<file path="config.mk">
export PLATFORM = sky130hd
export DESIGN_NAME = count_control
export DESIGN_NICKNAME = d
export VERILOG_FILES = /design/src/rtl/count_control_pkg.sv /design/src/rtl/count_control_debouncer.sv /design/src/rtl/count_control.sv
export SDC_FILE = /design/constraint.sdc
export NUM_CORES = 1
export LEC_CHECK = 0
export ABC_CLOCK_PERIOD_IN_PS = 2350
export CORE_MARGIN = 3
export CORE_UTILIZATION = 60
export DETAILED_ROUTE_END_ITERATION = 6
export DONT_BUFFER_PORTS = 1
export PLACE_DENSITY_LB_ADDON = 0.3
export SYNTH_ARGS = -nofsm -noshare
export SYNTH_HDL_FRONTEND = slang
export SYNTH_SLANG_ARGS = --single-unit
</file>
<file path="constraint.sdc">
create_clock -name clock -period 2.35 [get_ports clock]
set_input_delay 0.235 -clock clock [delete_from_list [all_inputs] [get_ports clock]]
set_output_delay 0.235 -clock clock [all_outputs]
set_load 0.02 [all_outputs]
</file>
<file path="src/rtl/count_control_pkg.sv">
// count_control_pkg
//   Shared definitions for the run/pause control stage of the Johnson-counter
//   display path: FSM state encoding and the electrical level of a pressed
//   board button.
package count_control_pkg;

   typedef enum logic {
      PAUSED  = 1'b0,
      RUNNING = 1'b1
   } state_t;

   // Board buttons pull low when pressed.
   localparam logic BTN_PRESSED  = 1'b0;
   localparam logic BTN_RELEASED = 1'b1;

   // True when a newly accepted debounced level means "button went down".
   function automatic logic is_press_level(input logic new_level);
      return new_level == BTN_PRESSED;
   endfunction

endpackage

</file>
<file path="src/rtl/count_control_debouncer.sv">
// debouncer
//   Synchronises one raw asynchronous push-button and accepts a new level
//   only after it has been seen for DEBOUNCE_CYCLES consecutive cycles.
//   Emits a registered one-cycle pulse when the accepted level becomes
//   "pressed"; a release is accepted silently.
//
//   Ports:
//     clock    in   system clock, rising edge
//     reset_n  in   asynchronous active-low reset
//     raw      in   raw button level (active-low, asynchronous)
//     level    out  debounced (stable) button level
//     press    out  one-cycle pulse on an accepted released->pressed change
module debouncer
   import count_control_pkg::*;
#(
   parameter int DEBOUNCE_CYCLES = 1000000
) (
   input  logic clock,
   input  logic reset_n,
   input  logic raw,
   output logic level,
   output logic press
);

   localparam int                CNT_W    = $clog2(DEBOUNCE_CYCLES);
   localparam logic [CNT_W-1:0]  CNT_LAST = CNT_W'(DEBOUNCE_CYCLES - 1);

   logic             sync_p0;
   logic             sync_p1;
   logic [CNT_W-1:0] cnt;
   logic             stable;

   always_ff @(posedge clock or negedge reset_n) begin
      if (!reset_n) begin
         sync_p0 <= BTN_RELEASED;
         sync_p1 <= BTN_RELEASED;
         cnt     <= '0;
         stable  <= BTN_RELEASED;
         press   <= 1'b0;
      end else begin
         // stage p0/p1: two-flop synchroniser
         sync_p0 <= raw;
         sync_p1 <= sync_p0;
         // debounce window: any sample agreeing with the stable level
         // (a bounce) restarts the count from zero
         press   <= 1'b0;
         if (sync_p1 == stable) begin
            cnt <= '0;
         end else if (cnt == CNT_LAST) begin
            stable <= sync_p1;
            cnt    <= '0;
            press  <= is_press_level(sync_p1);
         end else begin
            cnt <= cnt + 1'b1;
         end
      end
   end

   assign level = stable;

endmodule

</file>
<file path="src/rtl/count_control.sv">
// count_control
//   Upstream control for the Johnson-counter display path. Debounces the
//   run/pause, single-step and direction buttons, runs a PAUSED/RUNNING FSM
//   and turns the divider tick (RUNNING) or a step press (PAUSED) into a
//   registered one-cycle count-enable pulse. Also holds the count direction.
//
//   Ports:
//     clock     in   system clock, rising edge
//     reset_n   in   asynchronous active-low reset
//     tick      in   one-cycle rate pulse from the frequency divider
//     btn_run   in   raw run/pause button, active-low
//     btn_step  in   raw single-step button, active-low
//     btn_dir   in   raw direction button, active-low
//     enable    out  registered one-cycle count-enable pulse
//     dir       out  registered direction, 0 = up, 1 = down
//     running   out  registered, 1 while RUNNING
module count_control
   import count_control_pkg::*;
#(
   parameter int DEBOUNCE_CYCLES = 1000000
) (
   input  logic clock,
   input  logic reset_n,
   input  logic tick,
   input  logic btn_run,
   input  logic btn_step,
   input  logic btn_dir,
   output logic enable,
   output logic dir,
   output logic running
);

   logic   run_press;
   logic   step_press;
   logic   dir_press;
   // Debounced levels are not needed by this stage.
   logic   unused_run_level;
   logic   unused_step_level;
   logic   unused_dir_level;

   state_t state_q;
   state_t state_d;
   logic   enable_d;

   debouncer #(.DEBOUNCE_CYCLES(DEBOUNCE_CYCLES)) u_db_run (
      .clock   (clock),
      .reset_n (reset_n),
      .raw     (btn_run),
      .level   (unused_run_level),
      .press   (run_press)
   );

   debouncer #(.DEBOUNCE_CYCLES(DEBOUNCE_CYCLES)) u_db_step (
      .clock   (clock),
      .reset_n (reset_n),
      .raw     (btn_step),
      .level   (unused_step_level),
      .press   (step_press)
   );

   debouncer #(.DEBOUNCE_CYCLES(DEBOUNCE_CYCLES)) u_db_dir (
      .clock   (clock),
      .reset_n (reset_n),
      .raw     (btn_dir),
      .level   (unused_dir_level),
      .press   (dir_press)
   );

   // The enable source is chosen from the current state, so a run press
   // landing on the same edge as a tick still lets that tick through when
   // leaving RUNNING, and suppresses it when leaving PAUSED.
   always_comb begin
      state_d  = state_q;
      enable_d = 1'b0;
      case (state_q)
         PAUSED: begin
            enable_d = step_press;
            if (run_press) state_d = RUNNING;
         end
         RUNNING: begin
            enable_d = tick;
            if (run_press) state_d = PAUSED;
         end
         default: begin
            state_d  = PAUSED;
            enable_d = 1'b0;
         end
      endcase
   end

   always_ff @(posedge clock or negedge reset_n) begin
      if (!reset_n) begin
         state_q <= PAUSED;
         enable  <= 1'b0;
         dir     <= 1'b0;
      end else begin
         state_q <= state_d;
         enable  <= enable_d;
         dir     <= dir ^ dir_press;
      end
   end

   assign running = (state_q == RUNNING);

endmodule

</file>
# Word-level counts from Yosys, hierarchy flattened
# Cells that the tools add are included.
# word_totals
regBits	75
in_bits	6
word_cells	54
# classes
eq_ne	6
n_reduce_logical	3
addsub	3
bitwise	8
n_mux	16
# ops
op	count
$mux W20	6
$add A20 B1 Y20 const B	3
$eq A20 B20 Y1 const B	3
$mux W1	8
$not A1 Y1	7
$reduce_and A2 Y1	3
$pmux W1 S2	2
$eq A1 B1 Y1	3
$xor A1 B1 Y1	1

# Logic depth before layout (Yosys ltp)
# logic_depth
ltp_word	3
ltp_mapped	6
ltp_nobuf	5

# Cells and area by module
# Synthesis repeated with hierarchy kept, for this count alone.
# unflattened
cells_unflattened	354
area_unflattened_um2	3527.1
# modules_own_cells
mod	cells_per_inst	area_per_inst_um2	seq_area_each_um2	instances
debouncer	116	1139.8	604.3	3
count_control	6	107.6	75.1	1

# Least setup slack after synthesis
# OpenSTA, ideal clock, no wires.
# synth_path
path_type	register to register
from	register u_db_dir.cnt[0]
to	register u_db_dir.cnt[18]
period_less_slack_ps	1953
t_arrival_ps	1875
path_stages_with_launch	7
required_ps	2272
setup_slack_ps	397
path_cell_list	dfrtp_1 -> ha_1 -> nand2_1 -> or4_1 -> buf_2 -> or4_1 -> a21oi_1
# synth_between
elab_chain_cells	3
elab_cells_between_ends	4
cone_classes	add/sub (1); eq/ne (1); mux (2)
# synth_lines
item	line	rtl
start, declared	count_control_debouncer.sv:30	logic [CNT_W-1:0] cnt;
start signal, assigned	count_control_debouncer.sv:54	cnt <= cnt + 1'b1;
$add A20 B1 Y20 or $eq A20 B20 Y1 (tied branches)	count_control_debouncer.sv:54, count_control_debouncer.sv:49	
$mux W20 *	count_control_debouncer.sv:49	end else if (cnt == CNT_LAST) begin
$mux W20 *	count_control_debouncer.sv:47	if (sync_p1 == stable) begin
# Mark *: on every way between the ends. The rest lies on a longest branch, timed or not.
# A chain may end at the register's enable or synchronous reset.

# Final worst setup path
# Same ends and word-level chain as after synthesis.

==> results.sh <==
export IMPL_status="finished clean"
export IMPL_holdBufCountCts=5
export IMPL_ir_drop_mv=0.396
export IMPL_h_tree_depth=3
export IMPL_fin_nets=364
export IMPL_worstPathCellList="ha_1 -> nand2_1 -> or4_1 -> or4_1 -> a21oi_1"
export IMPL_wl_per_cell_um=15.1
export IMPL_synth_flop_cell="dfrtp_1"
export IMPL_internal_power_uw=1860
export IMPL_synthTopCellsByCount="dfrtp_1, nor2_1, nand3_1, xnor2_1, xor2_1"
export IMPL_post_place_ws_ns=0.287
export IMPL_drc=0
export IMPL_cpMostUsedCell="or4_1"
export IMPL_drtPass1Iterations=5
export IMPL_place_congestion=0.782
export IMPL_p_leak_uw=0.00156
export IMPL_ys_warn_count=0
export IMPL_syn_area_per_cell_sq_um=10.1
export IMPL_final_hold_viol_count=0
export IMPL_routed_wl_mm=6.52
export IMPL_layout_drive_gt1_share=0.119
export IMPL_cap_violations=0
export IMPL_p_seq_frac=0.551
export IMPL_die_area_sq_um=6810
export IMPL_post_cts_buffers=0
export IMPL_cp_arrival_ns=2.37
export IMPL_maxSlewHeadroom=0.673
export IMPL_fp_row_count=27
export IMPL_grt_start_max_net_pins=76
export IMPL_min_period_ns=2.11
export IMPL_setup_viol=0
export IMPL_die_h_um=82.5
export IMPL_synthArstFlopShare=1.00
export IMPL_synth_area_leaders="dfrtp_1, dfstp_2, xnor2_1"
export IMPL_worstPathMaxFanout=8
export IMPL_port_buffers=0
export IMPL_synth_top_area_frac=0.470
export IMPL_ctsResizeCount=0
export IMPL_layout_setup_ws_ns=0.238
export IMPL_cts_root_buffer="clkbuf_8"
export IMPL_clock_latency_ns=0.33
export IMPL_timing_fmax_ghz=0.474
export IMPL_required_ns=2.61
export IMPL_syn_inst=347
export IMPL_drt_iter0_markers=189
export IMPL_critPathSlowestCell="or4_1"
export IMPL_io_pins=9
export IMPL_r2r_setup_slack_ns=0.24
export IMPL_path_buf_inv=0
export IMPL_fin_total_pwr_uw=2410
export IMPL_synth_edff_count=0
export IMPL_rsz0062_at_grt="no"
export IMPL_max_slew_worst_pin_slew_ns=0.487
export IMPL_post_synth_num_cell_types=35
export IMPL_p_sw_frac=0.229
export IMPL_crit_family="simple AND/OR/NAND/NOR gates"
export IMPL_cts_tree="built"
export IMPL_via_count=2643
export IMPL_fin_crit_sh=0.899
export IMPL_syn2layout_area_growth_pct=9.83
export IMPL_grt_total_usage=0.218
export IMPL_reg_top3="u_db_dir.cnt: 20 flops, u_db_run.cnt: 20 flops, u_db_step.cnt: 20 flops"
export IMPL_cts_buffers_inserted=9
export IMPL_overflow=0
export IMPL_fin_setup_tns_ns=0
export IMPL_p_clk_frac=0.415
export IMPL_syn_cell_area_sq_um=3510
export IMPL_clock_path_buffers=2
export IMPL_start_util=0.631
export IMPL_drv_slew=0
export IMPL_cts_sinks=75
export IMPL_grt_pass1_wl_mm=11.3
export IMPL_grt_pass1_vias=2468
export IMPL_syn_nets=356
export IMPL_skew_ns=0.00803
export IMPL_endpoint_kind="flop"
export IMPL_via_per_inst=6.12
export IMPL_min_path_type="in -> reg"
export IMPL_coreArea_sq_um=5570
export IMPL_ant_nets=0
export IMPL_comb_power_share=0.034
export IMPL_die_w_um=82.5
export IMPL_switching_power_uw=553
export IMPL_critPathKind="reg -> reg"
export IMPL_cpPeakStageDelay_ns=0.63
export IMPL_dpl_hpwl_mm=4.19
export IMPL_p_per_area_nw_per_um2=625
export IMPL_yosysSeqAreaShare=0.537
export IMPL_n_antenna_cell=0
export IMPL_crit_path_start_kind="flop"
export IMPL_synth_top_area_cell="dfrtp_1"
export IMPL_grt_antenna_before_repair=0
export IMPL_yosysMostFrequentCell="dfrtp_1"
export IMPL_clkSlewWorstSetupHoldPaths_ns=0.08
export IMPL_ys_ff_latch=75
==> path summary, 6_finish.rpt <==
kind                               endpoint  depth (start not counted)             start
setup / recovery           u_db_dir.cnt[18]                          5   u_db_dir.cnt[0]
hold / removal                       enable                          1              tick
setup reg to reg           u_db_dir.cnt[18]                          5   u_db_dir.cnt[0]
hold reg to reg            u_db_run.sync_p1                          0  u_db_run.sync_p0
max in group asynchronous  u_db_dir.sync_p0                          2           reset_n
min in group asynchronous  u_db_step.cnt[6]                          2           reset_n
==> placed cells by master (no fill, tap or decap), drive strengths merged, types with 4 or more instances in the layout <==
cell type     n
mux2          4
xor2         21
or3           9
o31ai        10
nor2         47
buf           4
nand2        15
or4          11
nand4        15
nor4          8
nor3         10
xnor2        21
dfrtp        66
dlygate4sd3   4
o21ai        10
nand3        24
a21oi        17
dfstp         9
inv          13
and3         10
clkbuf       10
==> power by group through the flow <==
stage	clock, uW	combinational [uW]	sequential (uW)
finish	1000	82.1	1330
global route	1100	95.2	1330
CTS	1030	84.7	1330
detailed placement	0	47.6	1350
global placement	0	46.5	1350
floorplan	0	37.1	1350
==> routing by layer <==
metal  part of all wire  routed length [um]  GRT usage  up-vias
li1                   -                   -          -     1241
met1               0.46                2970      0.279     1343
met2               0.49                3200      0.353       48
met3              0.033                 218     0.0521       11
met4              0.019                 125     0.0964        0
met5                  0                   0          0        -
==> worst reg2reg max path: cells and delay by family (launching register included) <==
kind | cells | cell delay [ns]
flip-flops | 1 | 0.42
AND/OR/NAND/NOR | 3 | 1.22
adder cells (fa/ha/maj) | 1 | 0.24
AO/OA/AOI/OAI | 1 | 0.16
==> metrics by stage <==
step	hold slack [ns]	cells	util	cell area, sq um
floorplan	-0.0606	347	-	3510
global placement	-0.0589	411	0.644	3590
detailed placement	-0.0590	411	0.644	3590
CTS	0.0318	432	0.692	3860
global route	0.0274	432	0.692	3860
finish	0.0491	432	0.692	3860
==> layout make-up <==
class                           count  area [sq um]
Inverter                           12          45.0
Clock buffer                       10           138
Sequential cell                    75          1890
Clock inverter                      6          63.8
Timing Repair Buffer                8          90.1
Fill cell                         405          1710
Tap cell                           72          90.1
Multi-Input combinational cell    249          1550
==> kinds of logic (layout without fill, tap and decap cells) <==
kind of cell,count (synthesis),in the layout,share of synthesized area
AOI/OAI and AO/OA,37,37,0.0598
xor gates and xnor gates,42,42,0.105
adders and majority gates,3,3,0.0107
buffers and inverters,23,36,0.0260
DFF,75,75,0.537
muxes,4,4,0.0128
and+or+nand+nor,163,163,0.249
No activity file was read; power rests on OpenSTA's default activity.
